$ cat src/rtl/fused_seq_issuer.sv
// fused_seq_issuer: expands one fused-sequence request into a stream of
// registered micro-ops read from per-case lookup tables.
// Optional feature macro: FUSED_SEQ_PERF_CNT_EN adds perf_uops/perf_seqs.

package len_table_pkg;
  typedef enum logic [2:0] {
    OP_NOP = 3'd0, OP_ADD = 3'd1, OP_IMUL = 3'd2, OP_AND = 3'd3,
    OP_OR  = 3'd4, OP_XOR = 3'd5, OP_SHL  = 3'd6
  } op_t;

  localparam int N_CASE  = 6;
  localparam int MAX_LEN = 8;

  localparam op_t OPS_LUT [N_CASE][MAX_LEN] = '{
    '{OP_IMUL, OP_ADD,  OP_NOP,  OP_NOP, OP_NOP, OP_NOP, OP_NOP, OP_NOP},
    '{OP_AND,  OP_AND,  OP_NOP,  OP_NOP, OP_NOP, OP_NOP, OP_NOP, OP_NOP},
    '{OP_ADD,  OP_SHL,  OP_ADD,  OP_XOR, OP_NOP, OP_NOP, OP_NOP, OP_NOP},
    '{OP_XOR,  OP_NOP,  OP_NOP,  OP_NOP, OP_NOP, OP_NOP, OP_NOP, OP_NOP},
    '{OP_IMUL, OP_IMUL, OP_IMUL, OP_ADD, OP_ADD, OP_ADD, OP_NOP, OP_NOP},
    '{OP_ADD,  OP_ADD,  OP_ADD,  OP_NOP, OP_NOP, OP_NOP, OP_NOP, OP_NOP}
  };

  localparam logic [31:0] IMM_LUT [N_CASE][MAX_LEN] = '{
    '{32'h0, 32'h0, 32'h0, 32'h0, 32'h0, 32'h0, 32'h0, 32'h0},
    '{32'h0000_ffff, 32'h0000_00ff, 32'h0, 32'h0, 32'h0, 32'h0, 32'h0, 32'h0},
    '{32'h5, 32'h2, 32'h0, 32'h0000_dead, 32'h0, 32'h0, 32'h0, 32'h0},
    '{32'hffff_ffff, 32'h0, 32'h0, 32'h0, 32'h0, 32'h0, 32'h0, 32'h0},
    '{32'h0, 32'h0, 32'h0, 32'h0, 32'h0, 32'h0, 32'h0, 32'h0},
    '{32'h1, 32'h2, 32'h3, 32'h0, 32'h0, 32'h0, 32'h0, 32'h0}
  };

  // Bit i of each mask belongs to uop index i.
  localparam logic [MAX_LEN-1:0] USE_IMM_LUT [N_CASE] =
    '{8'h00, 8'h03, 8'h0b, 8'h01, 8'h00, 8'h07};
  localparam logic [MAX_LEN-1:0] FF_MASK_LUT [N_CASE] =
    '{8'h00, 8'h00, 8'h02, 8'h00, 8'h07, 8'h00};
  localparam logic [3:0] LEN_LUT   [N_CASE] = '{4'd2, 4'd2, 4'd4, 4'd1, 4'd6, 4'd3};
  localparam logic [2:0] STAGE_LUT [N_CASE] = '{3'd1, 3'd1, 3'd2, 3'd1, 3'd4, 3'd1};
endpackage

module fused_seq_issuer
  import len_table_pkg::*;
#(
  parameter int IDW = 3,
  parameter int DW  = 32
) (
  input  logic           clk,
  input  logic           rst,
  input  logic           req_valid,
  output logic           req_ready,
  input  logic [IDW-1:0] req_case,
  input  logic [DW-1:0]  req_a,
  input  logic [DW-1:0]  req_b,
  output logic           uop_valid,
  input  logic           uop_ready,
  output op_t            uop_op,
  output logic [31:0]    uop_imm,
  output logic           uop_use_imm,
  output logic [DW-1:0]  uop_a,
  output logic [DW-1:0]  uop_b,
  output logic           uop_ff,
  output logic [2:0]     uop_stage,
  output logic           uop_last,
  output logic           busy,
  output logic           err
`ifdef FUSED_SEQ_PERF_CNT_EN
  ,
  output logic [31:0]    perf_uops,
  output logic [31:0]    perf_seqs
`endif
);
  localparam int CW = $clog2(N_CASE);

  typedef enum logic {IDLE, ISSUE} state_t;

  state_t        state_q, state_d;
  logic [CW-1:0] case_q, case_d, lut_case;
  logic [2:0]    idx_q, idx_d, lut_idx;
  logic [2:0]    stage_q, stage_d;
  logic [DW-1:0] a_q, a_d, b_q, b_d;
  op_t           op_q, op_d;
  logic [31:0]   imm_q, imm_d;
  logic          use_imm_q, use_imm_d, ff_q, ff_d, last_q, last_d;
  logic          valid_q, valid_d, ready_q, ready_d, err_q, err_d;
  logic          accept, legal, hs, load, clear;

  assign accept = req_valid & ready_q;
  assign legal  = {1'b0, req_case} < (IDW+1)'(N_CASE);
  assign hs     = valid_q & uop_ready;

  // Next-state, index/stage bookkeeping and registered uop field loads.
  always_comb begin
    state_d   = state_q;
    case_d    = case_q;
    idx_d     = idx_q;
    stage_d   = stage_q;
    a_d       = a_q;
    b_d       = b_q;
    op_d      = op_q;
    imm_d     = imm_q;
    use_imm_d = use_imm_q;
    ff_d      = ff_q;
    last_d    = last_q;
    err_d     = 1'b0;
    load      = 1'b0;
    clear     = 1'b0;
    lut_case  = case_q;
    lut_idx   = idx_q + 3'd1;
    unique case (state_q)
      IDLE: begin
        if (accept) begin
          if (legal) begin
            state_d  = ISSUE;
            case_d   = req_case[CW-1:0];
            idx_d    = '0;
            stage_d  = '0;
            a_d      = req_a;
            b_d      = req_b;
            lut_case = req_case[CW-1:0];
            lut_idx  = '0;
            load     = 1'b1;
          end else begin
            err_d = 1'b1;
          end
        end
      end
      ISSUE: begin
        if (hs) begin
          if (last_q) begin
            state_d = IDLE;
            clear   = 1'b1;
          end else begin
            // Only non-last handshakes advance, so the table is never read past its length.
            idx_d   = idx_q + 3'd1;
            stage_d = stage_q + {2'b0, ff_q};
            load    = 1'b1;
          end
        end
      end
    endcase
    if (load) begin
      op_d      = OPS_LUT[lut_case][lut_idx];
      imm_d     = IMM_LUT[lut_case][lut_idx];
      use_imm_d = USE_IMM_LUT[lut_case][lut_idx];
      ff_d      = FF_MASK_LUT[lut_case][lut_idx];
      last_d    = ({1'b0, lut_idx} == (LEN_LUT[lut_case] - 4'd1));
    end else if (clear) begin
      op_d      = OP_NOP;
      imm_d     = '0;
      use_imm_d = 1'b0;
      ff_d      = 1'b0;
      last_d    = 1'b0;
      a_d       = '0;
      b_d       = '0;
      idx_d     = '0;
      stage_d   = '0;
    end
    valid_d = (state_d == ISSUE);
    ready_d = (state_d == IDLE);
  end

  // State and output registers; reset abandons any sequence at once.
  always_ff @(posedge clk or posedge rst) begin
    if (rst) begin
      state_q   <= IDLE;
      case_q    <= '0;
      idx_q     <= '0;
      stage_q   <= '0;
      a_q       <= '0;
      b_q       <= '0;
      op_q      <= OP_NOP;
      imm_q     <= '0;
      use_imm_q <= 1'b0;
      ff_q      <= 1'b0;
      last_q    <= 1'b0;
      valid_q   <= 1'b0;
      ready_q   <= 1'b0;
      err_q     <= 1'b0;
    end else begin
      state_q   <= state_d;
      case_q    <= case_d;
      idx_q     <= idx_d;
      stage_q   <= stage_d;
      a_q       <= a_d;
      b_q       <= b_d;
      op_q      <= op_d;
      imm_q     <= imm_d;
      use_imm_q <= use_imm_d;
      ff_q      <= ff_d;
      last_q    <= last_d;
      valid_q   <= valid_d;
      ready_q   <= ready_d;
      err_q     <= err_d;
    end
  end

  assign req_ready   = ready_q;
  assign uop_valid   = valid_q;
  assign uop_op      = op_q;
  assign uop_imm     = imm_q;
  assign uop_use_imm = use_imm_q;
  assign uop_a       = a_q;
  assign uop_b       = b_q;
  assign uop_ff      = ff_q;
  assign uop_stage   = stage_q;
  assign uop_last    = last_q;
  assign busy        = (state_q == ISSUE);
  assign err         = err_q;

`ifdef FUSED_SEQ_PERF_CNT_EN
  logic [31:0] perf_uops_q, perf_uops_d, perf_seqs_q, perf_seqs_d;

  // Free-running wrap-around event counters.
  always_comb begin
    perf_uops_d = perf_uops_q + {31'b0, hs};
    perf_seqs_d = perf_seqs_q + {31'b0, hs & last_q};
  end

  // Counter registers.
  always_ff @(posedge clk or posedge rst) begin
    if (rst) begin
      perf_uops_q <= '0;
      perf_seqs_q <= '0;
    end else begin
      perf_uops_q <= perf_uops_d;
      perf_seqs_q <= perf_seqs_d;
    end
  end

  assign perf_uops = perf_uops_q;
  assign perf_seqs = perf_seqs_q;
`endif
endmodule

$ cat config.mk
export PLATFORM = sky130hd
export DESIGN_NAME = fused_seq_issuer
export DESIGN_NICKNAME = d
export VERILOG_FILES = /design/src/rtl/fused_seq_issuer.sv
export SDC_FILE = /design/constraint.sdc
export NUM_CORES = 1
export LEC_CHECK = 0
export CAP_MARGIN = 20
export CORE_UTILIZATION = 39
export CTS_BUF_LIST = sky130_fd_sc_hd__clkbuf_16
export DETAILED_ROUTE_END_ITERATION = 12
export GPL_TIMING_DRIVEN = 0
export PLACE_DENSITY = 0.77
export SLEW_MARGIN = 25
export SYNTH_ARGS = -nofsm -noshare
export SYNTH_HDL_FRONTEND = slang
export SYNTH_SLANG_ARGS = --single-unit
$ cat constraint.sdc
create_clock -name clk -period 3.4 [get_ports clk]
set_clock_uncertainty 0.15 [all_clocks]
set_input_delay 0.85 -clock clk [delete_from_list [all_inputs] [get_ports clk]]
set_output_delay 0.85 -clock clk [all_outputs]
set_load 0.01 [all_outputs]
# --- Word level (Yosys, flattened, before mapping) ---
# Memories as Yosys holds them, arrays and structs flattened.
# Cells that the tools add are included.
op_classes:
  muxes: 71
  n_bitwise: 6
  order_cmp: 4
  n_addsub: 3
  reduce_logical: 1
  n_eq_ne: 1
ops:
  columns: ["operator", "n"]
  rows:
  - ["256-bit two-way mux", 2]
  - ["32-bit two-way mux", 14]
  - ["32-bit binary-select mux with 3-bit select", 1]
  - ["3-bit two-way mux", 22]
  - ["24-bit two-way mux", 2]
  - ["8-bit two-way mux", 4]
  - ["1-bit two-way mux", 17]
  - ["3-bit case mux with 2 select lines", 2]
  - ["3-bit binary-select mux with 3-bit select", 1]
  - ["4-bit greater-or-equal comparator (second input constant)", 2]
  - ["4-bit two-way mux", 2]
  - ["3-bit inverter with 4-bit output", 2]
  - ["1-bit binary-select mux with 3-bit select", 2]
  - ["3-bit by 4-bit equality test with 1-bit output", 1]
  - ["3-bit by 4-bit less-than comparator with 1-bit output (second input constant)", 1]
  - ["1-bit case mux with 2 select lines", 2]
  - ["4-bit by 1-bit subtractor with 4-bit output (second input constant)", 1]
  - ["3-bit by 1-bit adder with 3-bit output", 1]
  - ["3-bit by 1-bit adder with 3-bit output (second input constant)", 1]
  - ["3-bit less-than comparator (second input constant)", 1]
  - ["1-bit bitwise AND", 2]
  - ["1-bit inverter", 2]
  - ["2-bit nonzero test", 1]
totals:
  mem_count: 5
  romBits: 2400
  inputBits: 71
  output_inout_bits: 109
  ff_bits: 114
  elab_cells: 104
memory_table:
  columns: ["memory", "depth", "width", "rd", "rd_clocked_by_memory_dff", "wr", "line", "text"]
  rows:
  - ["(name not given)", 8, 256, 1, 0, 0, "143", "imm_d = IMM_LUT[lut_case][lut_idx];"]
  - ["(name not given)", 8, 24, 1, 0, 0, "142", "op_d = OPS_LUT[lut_case][lut_idx];"]
  - ["(name not given)", 8, 8, 1, 0, 0, "145", "ff_d = FF_MASK_LUT[lut_case][lut_idx];"]
  - ["(name not given)", 8, 8, 1, 0, 0, "144", "use_imm_d = USE_IMM_LUT[lut_case][lut_idx];"]
  - ["(name not given)", 8, 4, 1, 0, 0, "146", "last_d = ({1'b0, lut_idx} == (LEN_LUT[lut_case] - 4'd1));"]

# --- Logic depth before layout (Yosys ltp) ---
logic_depth:
  word_depth: 12
  ltp_mapped: 10
  mapped_depth_nobuf: 9

# --- Least setup slack after synthesis ---
# OpenSTA, ideal clock, no wires.
synth_path:
  kind: "input-to-reg"
  start: "input port req_case[2]"
  end: "register last_q (netlist: uop_last)"
  setup_slack_ns: 0.613
  setup_ns: 0.104
  cell_stages: 9
  t_required_ns: 3.146
  path_buffers: 0
  t_arrival_ns: 2.534
  path_cell_list: "and2_1 > o21ai_0 > nand2_1 > ha_1 > o211ai_2 > ha_1 > nor3_1 > a21oi_1 > o41ai_2"
synth_between:
  elab_chain_len: 11
  elab_cells_between_ends: 18
  classes_between: "add/sub (1); order compare (1); eq/ne (1); mux (12); bitwise (1); reduce/logical (1); memory (1)"
synth_lines:
  columns: ["element", "line", "text"]
  rows:
  - ["start: declaration", "51", "input logic [IDW-1:0] req_case,"]
  - ["3-bit less-than comparator", "88", "assign legal = {1'b0, req_case} < (IDW+1)'(N_CASE);"]
  - ["3-bit two-way mux", "112", "if (legal) begin"]
  - ["3-bit two-way mux", "111", "if (accept) begin"]
  - ["3-bit two-way mux", "109", "unique case (state_q)"]
  - ["3-bit inverter with 4-bit output (implied by the code)", "146", null]
  - ["memory 8 x 4 bit", null, null]
  - ["4-bit two-way mux (implied by the code) (2 in series)", "146", null]
  - ["4-bit by 1-bit subtractor with 4-bit output", "146", null]
  - ["3-bit by 4-bit equality test with 1-bit output", "146", null]
  - ["1-bit two-way mux", "141", "if (load) begin"]
  - ["end signal: assignment", "190", "last_q <= last_d;"]
  - ["end: declaration", "83", "logic use_imm_q, use_imm_d, ff_q, ff_d, last_q, last_d;"]
# Parallel ways exist; a longest one is shown, timed or not. The select of a mux whose other input is x is not followed.
# A chain may end at the register's enable or synchronous reset.

# --- Worst setup path after layout ---
layout_path:
  start: "input port req_case[1]"
  end: "register last_q (netlist: uop_last)"
# The elaborated chain is that of the path after synthesis.

==> impl_results.rst <==
.. list-table::
   :header-rows: 1

   * - Metric
     - Value
   * - Critical register-to-register path startpoint
     - uop_valid$_DFF_PP0_
   * - Global-route wire length before repair
     - ~19000 um
   * - Flip-flop and latch count after synthesis
     - 90
   * - Number of detailed-routing iterations run before antenna repair
     - 4
   * - Power consumption
     - between 5 and 6 mW
   * - CP max stage cell
     - clkdlybuf4s50_1
   * - Post-Syn Nets
     - 556
   * - Drc violations
     - 0
   * - Number of buffers inserted during clock tree synthesis
     - 9
   * - Largest area contributor in the synthesized netlist
     - dfrtp_1
   * - Pre-CTS setup slack
     - -0.248 ns
   * - Fill cell instance count of the final layout
     - 938
   * - Buffers and inverters on the worst path
     - 1
   * - Proportion of layout cells with a drive suffix above 1
     - 0.101
   * - Largest fanout on the critical path
     - 5
   * - Number of synthesized flops with an enable pin
     - 0
   * - All-layer global routing usage
     - 0.208
   * - Kind of critical path
     - in -> reg
   * - Height of the chip
     - between 100 and 150 um
   * - Most frequent standard cell in the layout excluding fill and tap cells
     - clkdlybuf4s50_1
   * - H-tree Lvls
     - 3
   * - Delay of the slowest cell on the worst path
     - between 0.5 and 0.6 ns
   * - Max clock buf depth
     - 2
   * - IO Port Bufs
     - approximately 180
   * - Total met3 wirelength after detailed routing
     - between 800 and 900 um
   * - Post-synthesis cell area
     - 4320 sq um
   * - # rows
     - 38
   * - Clock Pin Slew Worst Setup and Hold Paths
     - about 0.060 ns
   * - Post-CTS Setup Repair Bufs
     - 0
   * - Initial detailed-routing violation count
     - 237
   * - Area added between synthesis and finish
     - 54.4%
   * - Clock Latency Late Sink
     - ~0.33 ns
   * - Worst setup path start
     - req_case[1]
   * - Clock Root Buffer
     - clkbuf_16
   * - Routed met1 length
     - ~5000 um
   * - Sequential standard cell area
     - around 2300 sq um
   * - Signal arrival time at the worst endpoint
     - approximately 3.2 ns
   * - Nature of the critical path endpoint
     - flip-flop
   * - Number of antenna violations at the first check in global routing
     - 0
   * - Achievable clock frequency
     - around 320 MHz
   * - Proportion of synthesized chip area in sequential cells
     - 0.522
   * - Min-Delay Path Class
     - reg -> reg
   * - GR Overflow Total
     - 0
   * - Main flop type after synthesis
     - dfrtp_1
   * - WL per Instance
     - roughly 14 um
   * - Post-route fraction of the period consumed by the critical path
     - 0.928
   * - Die width
     - 107 um
   * - Power density of the placed cells
     - roughly 800 nW/um^2
   * - Slew at the pin closest to its max-slew limit
     - about 0.74 ns
   * - Vias per cell
     - 4.91
   * - Gate count after technology mapping
     - around 480
   * - Total count of hold-check failures in the final report
     - 0
   * - Worst setup margin
     - between 0.2 and 0.25 ns
   * - Sum of negative setup slack
     - 0 ns
   * - Pins Over Slew Limit
     - 0
   * - HP Start
     - uop_imm[1]$_DFFE_PP0P_
   * - Half-perimeter wire length of the detailed placement result
     - about 8500 um
   * - Clock tree sinks
     - 90
   * - Highest metal layer used by the detailed router
     - met4
   * - Routed wl met2
     - roughly 5600 um
   * - Count of nets after finishing
     - around 750
   * - Leading cell types in the layout, fill and taps excluded
     - 177 x clkdlybuf4s50_1, 149 x nand2_1, 90 x dfrtp_1
   * - Number of cells in the finished layout apart from fillers
     - a little over 800
   * - Top area cells in the synthesized netlist
     - dfrtp_1 52%, nand2_1 13%, nand3_1 7.9%
   * - Total die area
     - 11500 sq um
   * - Gpl congestion
     - 0.869
   * - Number of top-level pins
     - 180
   * - Reported max-cap violation count
     - 0
   * - Slew Limit Headroom
     - 0.499
   * - Async set or reset register ratio after synthesis
     - 1.00
   * - Setup repair after global routing missed its margin
     - false
   * - Yosys top cell area share
     - 0.522
   * - Cell class contributing the biggest share of worst-path delay
     - simple AND/OR/NAND/NOR gates
   * - Result of the run
     - finished, final reports clean
   * - Maximum number of pins on one net before global-route repair
     - 53
   * - Required @ worst endpoint
     - about 3.5 ns
   * - Cell variety after synth
     - 53
   * - Wirelength, routed
     - between 10000 and 15000 um
   * - Total placed cells including tap cells
     - approximately 800
   * - Final ANT Viol Nets
     - 0
   * - Number of antenna diodes
     - 0
   * - Initial Util
     - 0.400
   * - Vias
     - roughly 4000
   * - Area of the core region
     - about 11000 sq um
   * - Vias in the first global route
     - approximately 3900
   * - Post-synthesis average cell area
     - a little over 9 sq um
   * - Maximum ir drop on the vdd rail
     - between 0.4 and 0.5 mV
   * - Number of warnings printed during yosys synthesis
     - 0
   * - Post-layout minimum cycle time
     - roughly 3.2 ns
   * - Static Leak
     - between 3 and 4 nW
   * - Finish-stage setup viols
     - 0
   * - Total of hold buffers inserted after clock tree synthesis
     - 0
   * - Type of element launching the critical path
     - input port
   * - Multi-input gate area in the final layout
     - around 1700 sq um
   * - Cell with the most instances on the worst path
     - ha_1
   * - Critical-path cell list
     - clkdlybuf4s50_1 -> and4bb_4 -> nor2_2 -> ha_1 -> o211ai_2 -> ha_1 -> xor2_1 -> and3_1 -> o41ai_2
   * - CTS tree
     - built
-- registers in the layout, indices dropped and copies added, names as in the netlist, 3 cells and up --
| register | flops |
|---|---|
| case_q | 3 |
| idx_q | 3 |
| uop_a | 32 |
| uop_b | 32 |
| uop_imm | 8 |
| uop_op | 3 |
| uop_stage | 3 |
-- logic make-up after synthesis --
group                      count (synthesis)  synth area share
DFF                                       90             0.522
muxes                                      4            0.0104
xor gates and xnor gates                   3           0.00609
AOI/OAI and AO/OA                         54            0.0881
buffers and inverters                     60            0.0803
and+or+nand+nor                          258             0.270
adders and majority gates                  8            0.0232
-- cell type report --
| cell class | count | area share |
|---|---|---|
| Buffer | 51 | 0.0462 |
| Clock buffer | 9 | 0.0338 |
| Clock inverter | 7 | 0.0163 |
| Inverter | 9 | 0.00657 |
| Multi-Input combinational cell | 327 | 0.260 |
| Sequential cell | 90 | 0.338 |
| Tap cell | 140 | 0.0263 |
| Timing Repair Buffer | 180 | 0.274 |
-- worst paths after layout --
path	end	slack, ns	cells past startpoint
worst max-delay path	uop_last$_DFFE_PP0P_	0.24	9
worst min-delay path	uop_imm[1]$_DFFE_PP0P_	0.33	2
worst max register to register	uop_last$_DFFE_PP0P_	0.66	10
worst min register to register	uop_imm[1]$_DFFE_PP0P_	0.33	2
max in group asynchronous	req_ready$_DFF_PP0_	1.81	3
min in group asynchronous	uop_a[8]$_DFF_PP0_	0.73	2
-- power breakdown --
part           switching [mW]  total [mW]  internal (mW)
sequential              0.270        1.74           1.47
combinational            1.24        2.58           1.34
clock                   0.401        1.11          0.711
-- through the flow --
stage	hold slack, ns	area, sq um	utilization
after detailed placement	0.321	6320	0.585
after global placement	0.309	6280	0.582
after CTS	0.335	6650	0.616
final	0.333	6670	0.618
after floorplan	0.304	4320	-
after global routing	0.344	6670	0.618
-- worst min-delay path, stage by stage, from the launching register on --
cell,delay [ns]
dfrtp_1,0.34
nand2_1,0.05
o21ai_0,0.06
-- what timing repair did --
| action | CTS | global route |
|---|---|---|
| endpoints found under the hold margin | 0 | 0 |
| resized for setup | 0 | 7 |
| endpoints found under the setup margin | 0 | 5 |
-- cells in the mapped netlist (4+ instances only) --
cell and number:
inv_1 8, buf_1 6, dfrtp_1 90, ha_1 8, o21ai_0 13, nand3_1 68, buf_2 6, a21oi_1 14
nor3_1 4, buf_4 25, nor2_1 15, clkbuf_1 12, nand2_1 151
-- per-layer routing --
layer,GRT usage,up-vias
met5,0,-
met4,0.0773,0
met3,0.0432,17
met2,0.347,148
met1,0.267,1869
li1,-,1958
Note: power is estimated with default switching activity, not from simulation.
